File: src/rtl/pri_encode8_pkg.sv
// Shared definitions for the latching 8-line priority encoder.
//   NLINES    number of request lines
//   CODE_W    width of the granted-line code
//   state_e   handshake FSM states
package pri_encode8_pkg;

    localparam int unsigned NLINES = 8;
    localparam int unsigned CODE_W = 3;

    typedef enum logic [1:0] {
        StIdle    = 2'd0,
        StGrant   = 2'd1,
        StRecover = 2'd2
    } state_e;

endpackage

File: src/rtl/pri_encode8_prienc8.sv
// Combinational 8->3 priority encoder; line 0 (vector MSB) has the highest priority.
//   req_i  [0:7]  request vector, req_i[0] = line 0
//   idx_o  [0:2]  index of the lowest-numbered set line (0 when none set)
//   any_o         at least one line is set
module pri_encode8_prienc8
    import pri_encode8_pkg::*;
(
    input  logic [0:NLINES-1] req_i,
    output logic [0:CODE_W-1] idx_o,
    output logic              any_o
);

    always_comb begin
        idx_o = '0;
        any_o = 1'b0;
        // Walk from the lowest priority upward so the lowest index overwrites last.
        for (int i = NLINES - 1; i >= 0; i--) begin
            if (req_i[i]) begin
                idx_o = CODE_W'(i);
                any_o = 1'b1;
            end
        end
    end

endmodule

File: src/rtl/pri_encode8.sv
// Latching 8-line priority encoder with valid/ack handshake.
// Collects requests, presents the highest-priority pending line as a code and holds it until ack.
//   clk      system clock
//   reset    synchronous active-low reset
//   req_in   [0:7] request lines, line 0 highest priority
//   enb      1 = new grants may be issued (requests accumulate regardless)
//   ack      consumer accepts the presented code
//   valid    code is presented
//   code     [0:2] index of the granted line
//   pending  [0:7] registered pending-request vector
module pri_encode8
    import pri_encode8_pkg::*;
#(
    // Bit i (MSB = line 0): 1 = edge-triggered and latched, 0 = level-sensitive.
    parameter logic [0:NLINES-1] EDGEMASK = 8'hFF
) (
    input  logic              clk,
    input  logic              reset,
    input  logic [0:NLINES-1] req_in,
    input  logic              enb,
    input  logic              ack,
    output logic              valid,
    output logic [0:CODE_W-1] code,
    output logic [0:NLINES-1] pending
);

    state_e            state_q;
    logic              valid_q;
    logic [0:CODE_W-1] code_q;
    logic [0:NLINES-1] last_q;
    logic [0:NLINES-1] pending_q;
    logic [0:NLINES-1] pending_d;

    logic [0:CODE_W-1] enc_idx;
    logic              enc_any;
    logic              grant_ack;

    pri_encode8_prienc8 u_prienc8 (
        .req_i (pending_q),
        .idx_o (enc_idx),
        .any_o (enc_any)
    );

    assign grant_ack = (state_q == StGrant) && ack;

    always_comb begin
        pending_d = '0;
        for (int i = 0; i < NLINES; i++) begin
            if (EDGEMASK[i]) begin
                // A fresh edge in the same cycle as the clearing ack wins.
                pending_d[i] = (pending_q[i] && !(grant_ack && (code_q == CODE_W'(i))))
                               || (req_in[i] && !last_q[i]);
            end else begin
                pending_d[i] = req_in[i];
            end
        end
    end

    always_ff @(posedge clk) begin
        if (!reset) begin
            state_q   <= StIdle;
            valid_q   <= 1'b0;
            code_q    <= '0;
            last_q    <= '0;
            pending_q <= '0;
        end else begin
            last_q    <= req_in;
            pending_q <= pending_d;
            unique case (state_q)
                StIdle: begin
                    if (enb && enc_any) begin
                        code_q  <= enc_idx;
                        valid_q <= 1'b1;
                        state_q <= StGrant;
                    end else begin
                        valid_q <= 1'b0;
                    end
                end
                StGrant: begin
                    // Held until ack; later requests and enb=0 never preempt.
                    if (ack) begin
                        valid_q <= 1'b0;
                        state_q <= StRecover;
                    end
                end
                StRecover: begin
                    // Dead cycle lets a level requester drop its line.
                    state_q <= StIdle;
                end
                default: begin
                    valid_q <= 1'b0;
                    state_q <= StIdle;
                end
            endcase
        end
    end

    assign valid   = valid_q;
    assign code    = code_q;
    assign pending = pending_q;

endmodule
File: config.mk
export PLATFORM = sky130hd
export DESIGN_NAME = pri_encode8
export DESIGN_NICKNAME = d
export VERILOG_FILES = /design/src/rtl/pri_encode8_pkg.sv /design/src/rtl/pri_encode8_prienc8.sv /design/src/rtl/pri_encode8.sv
export SDC_FILE = /design/constraint.sdc
export NUM_CORES = 1
export LEC_CHECK = 0
export CORE_ASPECT_RATIO = 1.4
export CORE_MARGIN = 2
export CORE_UTILIZATION = 45
export CTS_CLUSTER_SIZE = 40
export DETAILED_ROUTE_END_ITERATION = 7
export PLACE_DENSITY_LB_ADDON = 0.15
export SYNTH_ARGS = -nofsm -noshare
export SYNTH_HDL_FRONTEND = slang
export SYNTH_SLANG_ARGS = --single-unit
File: constraint.sdc
create_clock -name clk -period 1.77 [get_ports clk]
set_input_delay 0.531 -clock clk [delete_from_list [all_inputs] [get_ports clk]]
set_output_delay 0.531 -clock clk [all_outputs]
set_load 0.03 [all_outputs]
* After elaboration in Yosys (flattened, before gate mapping)
Cells that the tools add are included.
** Word-level totals
- Flip-flop bits (word level) :: 22
- Bits of input ports :: 12
- Output and inout bits :: 12
- Logic and storage cells :: 94
** Operators by class
- Eq/ne operators :: 11
- Mux-type cells :: 22
- Bitwise logic cells :: 1
- Reduce and logical (&&, ||, !) cells :: 55
** Operator list (count)
- logical AND 1 bit :: 26
- two-way mux 3 bit :: 8
- logical NOT 1 bit :: 16
- == test 3 bit, second input constant :: 4
- two-way mux 1 bit :: 10
- logical OR 1 bit :: 8
- == test 3 x 2 -> 1 bit, second input constant :: 2
- AND reduction 2 bit :: 3
- two-way mux 2 bit :: 2
- != test 2 bit, second input constant :: 2
- one-hot mux 2 bit (2 select lines) :: 1
- == test 3 x 1 -> 1 bit, second input constant :: 1
- logical NOT 3 bit :: 1
- one-hot mux 1 bit (3 select lines) :: 1
- == test 2 x 1 -> 1 bit, second input constant :: 1
- == test 2 bit, second input constant :: 1
- logical NOT 2 bit :: 1
- NOT 1 bit :: 1

* Longest topological paths before layout
Gate-level depths: netlist of the first run.
- Depth after elaboration :: 11
- Gate-level depth with buffers :: 4
- Gate-level depth less buffers :: 4

* By module
From an unflattened synthesis of the first run, not the netlist that was laid out.
** Second synthesis, totals
- Cell total of the unflattened synthesis :: 91
- Area total of the unflattened synthesis :: 883.3 sq um
** Modules (own cells, without submodules)
- pri_encode8 :: times used 1, cells each 78, area each 803.3 sq um, seq. area each 440.4 sq um
- pri_encode8_prienc8 :: times used 1, cells each 13, area each 80.1 sq um, seq. area each 0.0 sq um

* Worst setup path after synthesis of the first run
Ideal clock, no wire load.
- Path kind :: register to register
- Start :: register pending_q (netlist bit pending[4])
- End :: register code_q (netlist bit code[2])
- Library setup time :: 0.115 ns
- Arrival time :: 1.439 ns
- Data required time :: 1.655 ns
- Path slack :: 0.216 ns
- Stages on the path, launching flop included :: 5
- Path buffers :: 0
- Period minus slack after synthesis :: 1.554 ns
- Path through :: dfxtp_1 > or4_4 > o21ai_4 > a211oi_1 > o21a_1
** On the way
- Cells in the longest elaborated chain, start to end :: 7
- Elaborated cells between the ends (all ways) :: 12
- Classes of those cells :: 10 x mux; 2 x reduce/logical
** RTL lines
- from (decl) :: line pri_encode8.sv:31 : logic [0:NLINES-1] pending_q;
- from (signal assigned) :: line pri_encode8.sv:68 : pending_q <= pending_d;
- two-way mux 1 bit (5 in series) :: line pri_encode8_prienc8.sv:18 : if (req_i[i]) begin
- logical AND 1 bit :: line pri_encode8.sv:71 : if (enb && enc_any) begin
- AND reduction 2 bit (no source line)
- to (signal assigned) :: line pri_encode8.sv:72 : code_q <= enc_idx;
- to (decl) :: line pri_encode8.sv:29 : logic [0:CODE_W-1] code_q;
Parallel ways exist; a longest one is shown, timed or not.
A chain may end at the register's enable or synchronous reset.

* Worst setup path in the final report of the first run
- Start :: register pending_q (netlist bit pending[2])
- End :: output pending[2] (netlist name)
** RTL lines
- to (decl) :: line pri_encode8.sv:24 : output logic [0:NLINES-1] pending
No word-level cell between the ends.

==> flow_summary.rst, run 1 <==
.. list-table::
   :header-rows: 1

   * - Metric
     - Value
   * - Setup fix buffers added after clock tree synthesis
     - 0
   * - Avg Inst Size Synth
     - approximately 9.4 um2
   * - Initial drt markers
     - 15
   * - Start point of the worst min-delay path
     - valid$_SDFFE_PN0P_
   * - I/O pins
     - 24
   * - Unrepaired setup endpoints after global routing
     - no
   * - Remaining DRCs
     - 0
   * - Top cell type's share of synthesized area
     - a little over half
   * - Biggest cell delay along the critical path
     - 430 ps
   * - Share of final-layout standard cells stronger than drive strength 1
     - a little over an eighth
   * - Clock tree from TritonCTS
     - built
   * - Count of distinct cell types in the synthesized netlist
     - 21
   * - Slew at the pin closest to its max-slew limit
     - between 300 and 400 ps
   * - CP required
     - approximately 1200 ps
   * - Die span in y
     - roughly 55 um
   * - Site Rows
     - 18
   * - Cell Int Power
     - ~760 uW
   * - Share of the yosys chip area belonging to registers
     - a little over half
   * - Core ar.
     - approximately 1800 um2
   * - Clock-pin slew of the registers on the worst-case setup and hold paths
     - 120 ps
   * - Outcome
     - complete, no violations
   * - Fraction of power spent switching nets
     - 27.7%
   * - Clk buf depth
     - 2
   * - Total number of H-tree levels
     - 1
   * - Antenna-violating nets left
     - 0
   * - Worst Reg-to-Reg Cells
     - 5
   * - TritonCTS Buffers
     - 3
   * - Number of storage elements in the synthesis netlist
     - 22
   * - Element type at the critical path start
     - register
   * - First-pass detailed-route iteration total
     - 4
   * - Signal arrival time at the worst endpoint
     - 1170 ps
   * - Number of synthesized flops with an enable pin
     - 0
   * - Yosys warns
     - 0
   * - Number of antenna violations at the first check in global routing
     - 0
   * - Max-cap check violation count
     - 0
   * - Proportion of register bits with asynchronous set or reset after synthesis
     - 0%
   * - F_max
     - roughly 600 MHz
   * - Cell types occupying the most area after synthesis
     - dfxtp_1, nand2b_1, and2_1
   * - Starting Density
     - around half
   * - Type of the worst setup path
     - register to output port
   * - Number of endpoints failing setup at the final stage
     - 0
   * - Portion of total power attributed to sequential cells
     - 52.8%
   * - Cell count after placement
     - 140
   * - Commonest cells in the synthesized netlist
     - dfxtp_1, a21oi_1, nand2b_1, and2_1, o21ai_0
   * - Reported leakage power
     - 0.503 nW
   * - Mapped Area
     - ~840 um2
   * - Ratio of routed vias to standard cells
     - about 5.2
   * - Clk_lat worst skew
     - a little over 300 ps
   * - Number of buffer cells added on primary ports
     - 23
   * - Clock network fraction of total power
     - 26.5%
   * - Net switching power figure
     - 291 uW
   * - Worst ir drop on vdd
     - around 0.72 mV
   * - Die Wd
     - slightly above 40 um
   * - Critical path, cell by cell
     - dlygate4sd2_1
   * - Clock tree root driver cell
     - clkbuf_4
   * - Number of nets in the finished design
     - 137
   * - Vias in the first global route
     - 757
   * - Crit-path slowest cell
     - dfxtp_1
   * - First-pass GRT wire length
     - ~3.1 mm
   * - Critical register-to-register path endpoint
     - code[2]$_SDFFE_PN0P_
   * - Top cell family by delay on the critical path
     - flip-flops
   * - Slew HR
     - about four fifths
   * - Worst path buffer plus inverter count
     - 1
   * - Layout Skew
     - 4.62 ps
   * - Post-route cell area
     - between 1000 and 1500 um2
   * - Terminating pin of the worst hold path
     - valid$_SDFFE_PN0P_
   * - Final antenna diode count
     - 0
   * - Top-count cell post-synth
     - dfxtp_1
   * - Critical path endpoint category
     - output port
   * - Finished Layout Cells
     - about 140
   * - Avg WL per Cell
     - 13.0 um
   * - Final critical-path share of the clock period
     - 95.9%
   * - Number of filler cells placed in the layout
     - 176
   * - Crit-path max FO
     - 6
   * - Area added between synthesis and finish
     - 39.9%
   * - Classification of the worst-slack hold path
     - register to register
   * - Detailed-route via count
     - 749
   * - Cell count of the worst hold path
     - 2
   * - Cells after Synth
     - 90
   * - Power per unit of standard cell area
     - 890 nW/um2
   * - Net Count, Synth
     - between 100 and 150
   * - Global route overflow
     - 0
   * - Final Hold Violating Endpoints
     - 0
   * - Clock sink count
     - 22
   * - Most instantiated flip-flop cell in the synthesis netlist
     - dfxtp_1
   * - Critical R2R Launch
     - pending[7]$_SDFF_PN0_
   * - Logic pwr share
     - 20.7%
   * - Total Routed Length
     - approximately 1.9 mm
   * - All-layer global routing usage
     - 19.8%
   * - Pins over their slew limit
     - 0
   * - Maximum number of pins on one net before global-route repair
     - 13
   * - Placement Cell Area
     - around 1200 um2
   * - Library cell occupying the most area in the post-synthesis netlist
     - dfxtp_1
   * - Min Clock Period, post-route
     - around 1700 ps
   * - DIE AREA
     - 2240 um2
   * - Setup slack of the worst register-to-register path
     - roughly 270 ps
   * - Final GP Congestion
     - around 0.87
[metrics by stage]
| stage | setup slack (ps) | setup TNS, ps | utilization (%) | total power, mW | hold WS (ps) |
|---|---|---|---|---|---|
| floorplan | 216 | 0 | - | 0.688 | 462 |
| global placement | -12.2 | -12.2 | 66.0 | 0.795 | 442 |
| detailed placement | -28.6 | -73.2 | 66.0 | 0.800 | 454 |
| CTS | 74.4 | 0 | 67.2 | 1.06 | 468 |
| global route | 29.7 | 0 | 67.2 | 1.10 | 484 |
| finish | 71.9 | 0 | 67.2 | 1.05 | 466 |
[sequential cells by signal (all words and copies together), names as in the netlist]
| signal | flops |
|---|---|
| code | 3 |
| state_q | 2 |
| pending | 8 |
| last_q | 8 |
| valid | 1 |
[power by group through the flow]
stage                     Sequential (mW)  Combinational [mW]  Clock [mW]
final                               0.555               0.218       0.278
after global placement              0.565               0.229           0
after detailed placement            0.567               0.233           0
after CTS                           0.556               0.219       0.281
after floorplan                     0.609              0.0784           0
after global routing                0.560               0.239       0.299
[cell families after synthesis]
family          count (synthesis)  synth area share (%)
compound gates                 28                  19.9
flops                          22                  52.1
simple gates                   35                  25.8
buf+inv                         5                  2.22
[worst reg2reg max path, stage by stage, from the launching register on]
cell      delay (ps)
dfxtp_1          330
buf_4            140
or4_4            500
o21ai_4          210
a211oi_1          60
o21a_1           180
[final cells by class]
type	count	area [um2]	area share [%]
timing repair buffer	32	283	23.9
clock buffer	4	36.3	3.07
inverter	3	11.3	0.953
sequential	22	440	37.3
multi-input combinational	63	385	32.6
tap	20	25.0	2.12
[how the worst max path moves through the flow]
stage	startpoint	end	slack, ps	cells past startpoint
3_5_place_dp	ack	valid$_SDFFE_PN0P_	-30	5
5_1_grt	pending[2]$_SDFF_PN0_	pending[2]	30	1
4_1_cts	pending[2]$_SDFF_PN0_	pending[2]	70	1
6_report	pending[2]$_SDFF_PN0_	pending[2]	70	1
2_1_floorplan	pending[4]$_SDFF_PN0_	code[2]$_SDFFE_PN0P_	220	4
3_3_place_gp	enb	code[2]$_SDFFE_PN0P_	-10	6
[layer usage]
metal | wire length, um | share of wire, % | track usage (%)
met3 | 70 | 3.7 | 2.41
met4 | 45 | 2.4 | 10.0
met5 | 0 | 0 | 0
met2 | 1030 | 55 | 34.0
met1 | 725 | 39 | 21.8
[cell usage in the layout (no fill, tap or decap), drive strengths merged]
master,count
o311ai,1
nand3,1
o21ai,10
dfxtp,22
and2,10
clkbuf,4
inv,3
nor2,3
o31ai,2
or4,2
nor2b,1
a211oi,2
and3b,1
clkdlybuf4s50,11
nor3b,1
nor3,1
or3b,1
nand2,3
a21oi,12
o21a,1
dlygate4sd2,12
buf,9
nand2b,11
[repair_timing]
item,in CTS,in global routing
gates resized for setup,12,0
hold buffers,0,0
setup endpoints to repair,12,0
No activity file was read; power rests on OpenSTA's default activity.
==> inputs of run 2 (changes only) <==
CAP_MARGIN = 15   (was not set)
==> results of run 2 <==
No change in the layout: final DEF, timing and power equal those of run 1.
